===== config.mk =====
export PLATFORM = sky130hd
export DESIGN_NAME = lab8_g41_kontrol_flat
export DESIGN_NICKNAME = d
export VERILOG_FILES = /design/src/rtl/lab8_g41_kontrol_if.sv /design/src/rtl/lab8_g41_kontrol.sv /design/src/flat_wrapper.sv
export SDC_FILE = /design/constraint.sdc
export NUM_CORES = 1
export LEC_CHECK = 0
export BUFFER_PORTS_ARGS = -buffer_cell sky130_fd_sc_hd__buf_2
export CAP_MARGIN = 10
export CORE_ASPECT_RATIO = 2
export CORE_MARGIN = 3
export CORE_UTILIZATION = 39
export DETAILED_ROUTE_END_ITERATION = 10
export PLACE_DENSITY = 0.57
export SYNTH_ARGS = -nofsm -noshare
export SYNTH_HDL_FRONTEND = slang
export SYNTH_SLANG_ARGS = --single-unit

===== constraint.sdc =====
create_clock -name clk -period 3.4 [get_ports clk]
set_clock_uncertainty 0.1 [all_clocks]
set_input_delay 0 -clock clk [delete_from_list [all_inputs] [get_ports clk]]
set_output_delay 0 -clock clk [all_outputs]
set_load 0.01 [all_outputs]

===== src/rtl/lab8_g41_kontrol_if.sv =====
// Bus bundle between the multi-cycle controller and its instruction source / datapath.
// The slave side is the controller; the master side drives requests and the fetched word.
interface lab8_g41_kontrol_if #(
  parameter int PC_W    = 32,
  parameter int SAYAC_W = 16
);
  logic               baslat;
  logic               durdur;
  logic               komut_gecerli;
  logic [31:0]        komut;
  logic               dal_al;
  logic [PC_W-1:0]    pc;
  logic               komut_hazir;
  logic [31:0]        ir;
  logic [1:0]         imm_sec;
  logic               alu_bas;
  logic               rf_we;
  logic               hata;
  logic               mesgul;
  logic [2:0]         durum;
  logic [SAYAC_W-1:0] komut_sayaci;

  modport master (
    output baslat, durdur, komut_gecerli, komut, dal_al,
    input  pc, komut_hazir, ir, imm_sec, alu_bas, rf_we, hata, mesgul, durum, komut_sayaci
  );

  modport slave (
    input  baslat, durdur, komut_gecerli, komut, dal_al,
    output pc, komut_hazir, ir, imm_sec, alu_bas, rf_we, hata, mesgul, durum, komut_sayaci
  );
endinterface


===== src/rtl/lab8_g41_kontrol.sv =====
// Multi-cycle controller: fetch handshake, opcode classification, ALU sequencing,
// writeback/branch resolution, program counter, retired-instruction counter and sticky error.
module lab8_g41_kontrol #(
  parameter int PC_W         = 32,
  parameter int YURUT_CEVRIM = 1,
  parameter int SAYAC_W      = 16
) (
  input  logic                clk,
  input  logic                reset,
  lab8_g41_kontrol_if.slave   bus
);

  typedef enum logic [2:0] {
    BOSTA = 3'd0,
    GETIR = 3'd1,
    COZ   = 3'd2,
    YURUT = 3'd3,
    YAZ   = 3'd4,
    HATA  = 3'd5
  } durum_t;

  localparam logic [3:0]         YURUT_SON = 4'(YURUT_CEVRIM - 1);
  localparam logic [PC_W-1:0]    PC_ADIM   = PC_W'(4);
  localparam logic [SAYAC_W-1:0] SAYAC_BIR = SAYAC_W'(1);

  durum_t             state_reg, state_next;
  logic [PC_W-1:0]    pc_reg, pc_next;
  logic [31:0]        ir_reg, ir_next;
  logic [1:0]         imm_sec_reg, imm_sec_next;
  logic               hata_reg, hata_next;
  logic [SAYAC_W-1:0] sayac_reg, sayac_next;
  logic [3:0]         cnt_reg, cnt_next;

  logic               alu_bas, rf_we, komut_hazir, mesgul;
  logic               kod_gecerli;
  logic [1:0]         kod_sec;
  logic [11:0]        dal_ofs;
  logic [PC_W-1:0]    pc_dal, pc_sirali;
  logic               yurut_son;

  // Branch offset is the 12-bit {funct7, rd} field, added unscaled to pc.
  assign dal_ofs   = {ir_reg[31:25], ir_reg[11:7]};
  assign pc_dal    = pc_reg + {{(PC_W-12){dal_ofs[11]}}, dal_ofs};
  assign pc_sirali = pc_reg + PC_ADIM;
  assign yurut_son = (cnt_reg == YURUT_SON);

  always_comb begin
    kod_gecerli = 1'b1;
    kod_sec     = 2'd0;
    case (ir_reg[6:0])
      7'b0000001: kod_sec = 2'd0;
      7'b0000011: kod_sec = 2'd1;
      7'b0000111: kod_sec = 2'd2;
      7'b0001111: kod_sec = 2'd3;
      default:    kod_gecerli = 1'b0;
    endcase
  end

  always_comb begin
    state_next   = state_reg;
    pc_next      = pc_reg;
    ir_next      = ir_reg;
    imm_sec_next = imm_sec_reg;
    hata_next    = hata_reg;
    sayac_next   = sayac_reg;
    cnt_next     = cnt_reg;
    alu_bas      = 1'b0;
    rf_we        = 1'b0;
    komut_hazir  = 1'b0;
    mesgul       = 1'b0;

    case (state_reg)
      BOSTA: begin
        if (bus.baslat) state_next = GETIR;
      end
      GETIR: begin
        komut_hazir = 1'b1;
        mesgul      = 1'b1;
        if (bus.komut_gecerli) begin
          ir_next    = bus.komut;
          state_next = COZ;
        end
      end
      COZ: begin
        mesgul = 1'b1;
        if (kod_gecerli) begin
          imm_sec_next = kod_sec;
          cnt_next     = 4'd0;
          state_next   = YURUT;
        end else begin
          hata_next  = 1'b1;
          state_next = HATA;
        end
      end
      YURUT: begin
        mesgul  = 1'b1;
        alu_bas = (cnt_reg == 4'd0);
        if (!yurut_son) begin
          cnt_next = cnt_reg + 4'd1;
        end else begin
          cnt_next = 4'd0;
          // Branches retire straight out of YURUT; everything else writes back first.
          if (imm_sec_reg == 2'd3) begin
            pc_next    = bus.dal_al ? pc_dal : pc_sirali;
            sayac_next = sayac_reg + SAYAC_BIR;
            state_next = bus.durdur ? BOSTA : GETIR;
          end else begin
            state_next = YAZ;
          end
        end
      end
      YAZ: begin
        mesgul     = 1'b1;
        rf_we      = (ir_reg[11:7] != 5'd0);
        pc_next    = pc_sirali;
        sayac_next = sayac_reg + SAYAC_BIR;
        state_next = bus.durdur ? BOSTA : GETIR;
      end
      HATA: begin
        state_next = HATA;
      end
      default: begin
        state_next = BOSTA;
      end
    endcase
  end

  always_ff @(posedge clk) begin
    if (reset) begin
      state_reg   <= BOSTA;
      pc_reg      <= '0;
      ir_reg      <= '0;
      imm_sec_reg <= '0;
      hata_reg    <= 1'b0;
      sayac_reg   <= '0;
      cnt_reg     <= '0;
    end else begin
      state_reg   <= state_next;
      pc_reg      <= pc_next;
      ir_reg      <= ir_next;
      imm_sec_reg <= imm_sec_next;
      hata_reg    <= hata_next;
      sayac_reg   <= sayac_next;
      cnt_reg     <= cnt_next;
    end
  end

  assign bus.pc           = pc_reg;
  assign bus.ir           = ir_reg;
  assign bus.imm_sec      = imm_sec_reg;
  assign bus.hata         = hata_reg;
  assign bus.komut_sayaci = sayac_reg;
  assign bus.durum        = state_reg;
  assign bus.alu_bas      = alu_bas;
  assign bus.rf_we        = rf_we;
  assign bus.komut_hazir  = komut_hazir;
  assign bus.mesgul       = mesgul;

endmodule


===== src/flat_wrapper.sv =====
// flat-port wrapper written by rule: the top's interface ports become plain ports
module lab8_g41_kontrol_flat 
#(
  parameter int PC_W         = 32,
  parameter int YURUT_CEVRIM = 1,
  parameter int SAYAC_W      = 16
)
  (clk, reset, bus_baslat, bus_durdur, bus_komut_gecerli, bus_komut, bus_dal_al, bus_pc, bus_komut_hazir, bus_ir, bus_imm_sec, bus_alu_bas, bus_rf_we, bus_hata, bus_mesgul, bus_durum, bus_komut_sayaci);
  lab8_g41_kontrol_if #(.PC_W(PC_W), .SAYAC_W(SAYAC_W)) bus_i ();
  input  logic clk;
  input  logic reset;
  input wire logic [$bits(bus_i.baslat)-1:0] bus_baslat;
  input wire logic [$bits(bus_i.durdur)-1:0] bus_durdur;
  input wire logic [$bits(bus_i.komut_gecerli)-1:0] bus_komut_gecerli;
  input wire logic [$bits(bus_i.komut)-1:0] bus_komut;
  input wire logic [$bits(bus_i.dal_al)-1:0] bus_dal_al;
  output wire logic [$bits(bus_i.pc)-1:0] bus_pc;
  output wire logic [$bits(bus_i.komut_hazir)-1:0] bus_komut_hazir;
  output wire logic [$bits(bus_i.ir)-1:0] bus_ir;
  output wire logic [$bits(bus_i.imm_sec)-1:0] bus_imm_sec;
  output wire logic [$bits(bus_i.alu_bas)-1:0] bus_alu_bas;
  output wire logic [$bits(bus_i.rf_we)-1:0] bus_rf_we;
  output wire logic [$bits(bus_i.hata)-1:0] bus_hata;
  output wire logic [$bits(bus_i.mesgul)-1:0] bus_mesgul;
  output wire logic [$bits(bus_i.durum)-1:0] bus_durum;
  output wire logic [$bits(bus_i.komut_sayaci)-1:0] bus_komut_sayaci;
  assign bus_i.baslat = bus_baslat;
  assign bus_i.durdur = bus_durdur;
  assign bus_i.komut_gecerli = bus_komut_gecerli;
  assign bus_i.komut = bus_komut;
  assign bus_i.dal_al = bus_dal_al;
  assign bus_pc = bus_i.pc;
  assign bus_komut_hazir = bus_i.komut_hazir;
  assign bus_ir = bus_i.ir;
  assign bus_imm_sec = bus_i.imm_sec;
  assign bus_alu_bas = bus_i.alu_bas;
  assign bus_rf_we = bus_i.rf_we;
  assign bus_hata = bus_i.hata;
  assign bus_mesgul = bus_i.mesgul;
  assign bus_durum = bus_i.durum;
  assign bus_komut_sayaci = bus_i.komut_sayaci;
  lab8_g41_kontrol #(.PC_W(PC_W), .YURUT_CEVRIM(YURUT_CEVRIM), .SAYAC_W(SAYAC_W)) u_core (.clk(clk), .reset(reset), .bus(bus_i));
endmodule

# == Yosys cells after proc, flatten, opt, wreduce, memory -nomap -nowiden ==
# Index checks and enable logic that the tools add are counted.
# totals
register_bits,90
wordCells,63
# classes
n_addsub,4
eq_ne,15
mux,23
bitwise_logic,1
n_reduce_logical,13
# ops
operator,count
$mux W32,3
$pmux W32 S2,1
$add A32 B3 Y32 const B,1
$add A32 B32 Y32,1
$mux W16,2
$pmux W16 S2,1
$pmux W3 S6,1
$add A16 B1 Y16 const B,1
$mux W3,5
$mux W4,2
$pmux W4 S2,1
$reduce_and A2 Y1,4
$reduce_or A4 Y1,2
$eq A7 B1 Y1 const B,1
$eq A7 B2 Y1 const B,1
$eq A7 B3 Y1 const B,1
$eq A7 B4 Y1 const B,1
$eq A3 B2 Y1 const B,2
$eq A3 B3 Y1 const B,2
$mux W1,6
$ne A2 B1 Y1 const B,3
$pmux W2 S3,1
$reduce_and A3 Y1,2
$reduce_bool A5 Y1,1
other kinds (8),10

# == Depth between registers and ports, before layout ==
# depth
word_depth,5
mapped_depth,12

# == Worst setup path after synthesis ==
# No wires, ideal clock.
# synth_path
kind,reg-to-reg
startpoint,reg u_core.ir_reg[31] (netlist: u_core.bus.ir[31])
endpoint,reg u_core.pc_reg[26] (netlist: u_core.bus.pc[26])
setup_time_ns,0.114
t_arrival_ns,2.871
path_slack_ns,0.315
stages_incl_launch_ff,10
synth_period_minus_slack_ns,3.085
cell_sequence,dfxtp_1 -> ha_1 -> a21o_1 -> a21o_1 -> a21o_1 -> o2bb2ai_1 -> or3_1 -> o221ai_2 -> o21ai_0 -> a2111oi_0
# synth_via
elab_chain_len,5
# synth_lines
element,line_no,text
start: declaration,lab8_g41_kontrol.sv:28,"logic [31:0] ir_reg, ir_next;"
start signal: assignment,lab8_g41_kontrol.sv:140,ir_reg <= ir_next;
$add A32 B32 Y32,lab8_g41_kontrol.sv:43,"assign pc_dal = pc_reg + {{(PC_W-12){dal_ofs[11]}}, dal_ofs};"
$mux W32,lab8_g41_kontrol.sv:104,pc_next = bus.dal_al ? pc_dal : pc_sirali;
$mux W32,lab8_g41_kontrol.sv:103,if (imm_sec_reg == 2'd3) begin
$mux W32,lab8_g41_kontrol.sv:98,if (!yurut_son) begin
$pmux W32 S2,lab8_g41_kontrol.sv:72,case (state_reg)
end signal: assignment,lab8_g41_kontrol.sv:139,pc_reg <= pc_next;
end: declaration,lab8_g41_kontrol.sv:27,"logic [PC_W-1:0] pc_reg, pc_next;"
# No other way between the ends. The select of a mux whose other input is x is not followed.
# A chain may end at the register's enable or synchronous reset.

# == Worst setup path in the final report ==
# layout_path
startpoint,reg u_core.ir_reg[7] (netlist: u_core.bus.ir[7])
endpoint,reg u_core.pc_reg[28] (netlist: u_core.bus.pc[28])
# The elaborated chain is that of the path after synthesis.

==> results.cfg <==
[pwr]
switching_power_w = 0.000741
irDropWorstVdd_uv = 425
power_density_nw_per_um2 = 342
total_power_w = 0.00252
p_int_w = 0.00178
seqPwrFrac_pct = 45.0
pwr-share-comb_pct = 16.6
switching_share_pct = 29.3
p_leak_nw = 3.30
pwr-share-clk_pct = 38.4

[clock_tree]
clk_pin_slew_ns = 0.07
cts-root-buf = clkbuf_16
htree_levels = 3
cts_tree = yes
cts_made_buffers = 9
cts.sinks = 90
clk_path_buf_depth = 2
cts_setup_buffers = 0
insertion_delay_ns = 0.35

[logic_synthesis]
ys_types = 63
netlist_area_um2 = 5850
synth-main-ff-cell = dfxtp_1
syn-num-nets = 866
synth_cells = 792
yosysSeqAreaShare_pct = 30.8
synth_warnings = 0
synth-edff-count = 0
ys_ff_latch = 90
yosysTopAreaCellShare_pct = 30.8
syn_avg_cell_area_um2 = 7.39
synth_area_leaders = dfxtp_1, a21oi_1, nand2_1
async_reset_ff_share_pct = 0
yosys.area.top_type = dfxtp_1

[routing]
vias = 6457
dr.pass1.iters = 5
ant_nets = 0
drt_iter0_markers = 271
drcViolationCount = 0
vias_per_cell = 5.65
wl_per_cell_um = 17.7
met1_length_um = 7130
met3_length_um = 842
dr_wl_met2_um = 11300
routed.top_layer = met4
drt-total-wl_um = 20200

[setup_path]
cp_cell_sequence = ha_1, inv_1, fa_1, nor2b_1, o21ai_0, a21oi_1, o2111ai_1, a2111oi_4, o221ai_2, nor2b_1, a31o_2, nor2_1
critical_path_class = reg -> reg
reg2reg_slack_ns = 0.30
critPathMaxStageDelay_ns = 0.44
path_max_fanout = 4
critPathLaunch = u_core.bus.ir[7]
critical_path_buf_inv_count = 1
setup.worst_path.start_class = flip-flop
cp.depth = 12
crit_family = compound AO/OA/AOI/OAI gates
crit_slowest_cell = a2111oi_4
required_ns = 3.59
critPathArrivalTime_ns = 3.29
r2r_start = u_core.bus.ir[7]
crit_top_cell = nor2b_1
rr_worst_depth = 12
end_kind = flip-flop

[die]
design.die.area_um2 = 16600
core_area_um2 = 14500
pin_count = 128
placementRows = 62
die_w_um = 92.6
start_util_pct = 40.4
die_h_um = 179

[min_path]
worstHoldPathType = in -> reg
hp-start = bus_dal_al
holdPathStages = 5

[sta]
rsz0062_at_grt = false
slew-limit-headroom_pct = 42.7
final_hold_viol_count = 0
fmax_mhz = 323
tns_ns = 0
worst_slew_pin_slew_ns = 0.859
setup_viol = 0
min_period_ns = 3.10
period_share_pct = 91.1
final-max-slew-violation-count = 0

[layout]
final_common_cell = nand2_1
final_nets = 1020
area_growth_pct = 26.2
fill_cells = 1458
drive_gt1_share_pct = 19.1
final_cell_mix = nand2_1, buf_2, a21oi_1
diodes = 0

[global_route]
gr-total-overflow = 0
antenna_found_initial = 0
grt_max_degree = 48
grt_pass1_wl_um = 32500
grt_util_all_layers_pct = 24.8
grt_pass1_vias = 6527

[placed_design]
dpl.hpwl_um = 15100
gp_congestion = 1.00
io_buffers = 127

[job]
drv_cap = 0

[outcome]
outcome = complete, no violations
worst paths after layout:
check / endpoint
worst max-delay path: u_core.bus.pc[28]
worst min register to register: u_core.bus.ir[18]
worst min-delay path: u_core.bus.pc[1]
worst max register to register: u_core.bus.pc[28]
cell families (layout without fill, tap and decap cells):
| logic type | after synthesis | after routing | share of synthesized area (%) |
|---|---|---|---|
| simple gates | 319 | 319 | 25.6 |
| compound gates | 250 | 250 | 25.5 |
| flops | 90 | 90 | 30.8 |
| buf+inv | 53 | 212 | 3.48 |
| fa+ha+maj | 36 | 36 | 7.82 |
| xor+xnor | 36 | 36 | 5.39 |
| mux | 8 | 8 | 1.52 |
cell type report:
type | count | area [um2] | area share, %
clock buffer | 10 | 239 | 3.24
inverter | 12 | 45.0 | 0.610
multi-input combinational | 649 | 3860 | 52.3
sequential | 90 | 1800 | 24.4
clock inverter | 6 | 41.3 | 0.559
tap | 192 | 240 | 3.25
timing repair buffer | 184 | 1160 | 15.7
stage by stage:
| step | utilization, % | instance area, um2 | hold slack [ns] | setup WS, ns | cells |
|---|---|---|---|---|---|
| 5_1_grt | 50.9 | 7390 | 0.127 | 0.00968 | 1143 |
| 2_1_floorplan | - | 5850 | 0.0360 | 0.315 | 792 |
| 3_5_place_dp | 46.6 | 6760 | 0.147 | 0.322 | 1094 |
| 6_report | 50.9 | 7390 | 0.0848 | 0.301 | 1143 |
| 3_3_place_gp | 46.6 | 6760 | 0.140 | 0.389 | 1094 |
| 4_1_cts | 50.8 | 7370 | 0.0758 | 0.291 | 1143 |
cells in the mapped netlist, types with 2 or more instances:
library cell    n
a311oi_1        3
a21o_1         24
a21oi_1       119
inv_1          12
a211oi_1       10
nand2b_1        5
a2111oi_0       2
nor4b_1         2
mux2_2          3
nor2b_1         9
xor2_1         20
nand3_1        27
nand3b_1        3
ha_1           35
xnor2_1        16
o211ai_1        5
or3_1           9
dfxtp_1        90
o22ai_1         2
nor2_1         67
and2_1          7
nand2_1       130
nor3_1         18
or4_1           2
nand4b_1        2
a211o_1         3
and4_1          2
nand4_1        13
and3_1         12
or2_2           2
nor4_1          3
o31a_1          2
o21ai_0        50
a31oi_1        10
o31ai_1         2
clkbuf_1       38
mux2i_1         4
a41oi_1         4
tightest hold or removal path: stages:
cell and delay (ns):
buf_2 0.10, nand2_1 0.07, nor2_1 0.14, nor2_1 0.12, a211oi_1 0.05
timing repair:
action,4_1_cts,5_1_grt
hold buffers,33,0
endpoints found under the setup margin,0,2
hold endpoints to repair,33,0
gates resized for setup,0,1
layer usage:
| layer | global-route usage, % | up-vias |
|---|---|---|
| met5 | 0 | - |
| met4 | 13.5 | 0 |
| li1 | - | 3151 |
| met2 | 48.8 | 189 |
| met3 | 4.07 | 59 |
| met1 | 23.9 | 3058 |
power groups by stage:
stage | Sequential [W] | Combinational (W) | Clock [W]
after floorplan | 0.00116 | 0.000242 | 0
after global placement | 0.00116 | 0.000383 | 0
after detailed placement | 0.00116 | 0.000388 | 0
after CTS | 0.00114 | 0.000419 | 0.00100
after global routing | 0.00114 | 0.000464 | 0.00103
final | 0.00114 | 0.000419 | 0.000969
(Power assumes the default switching activity.)
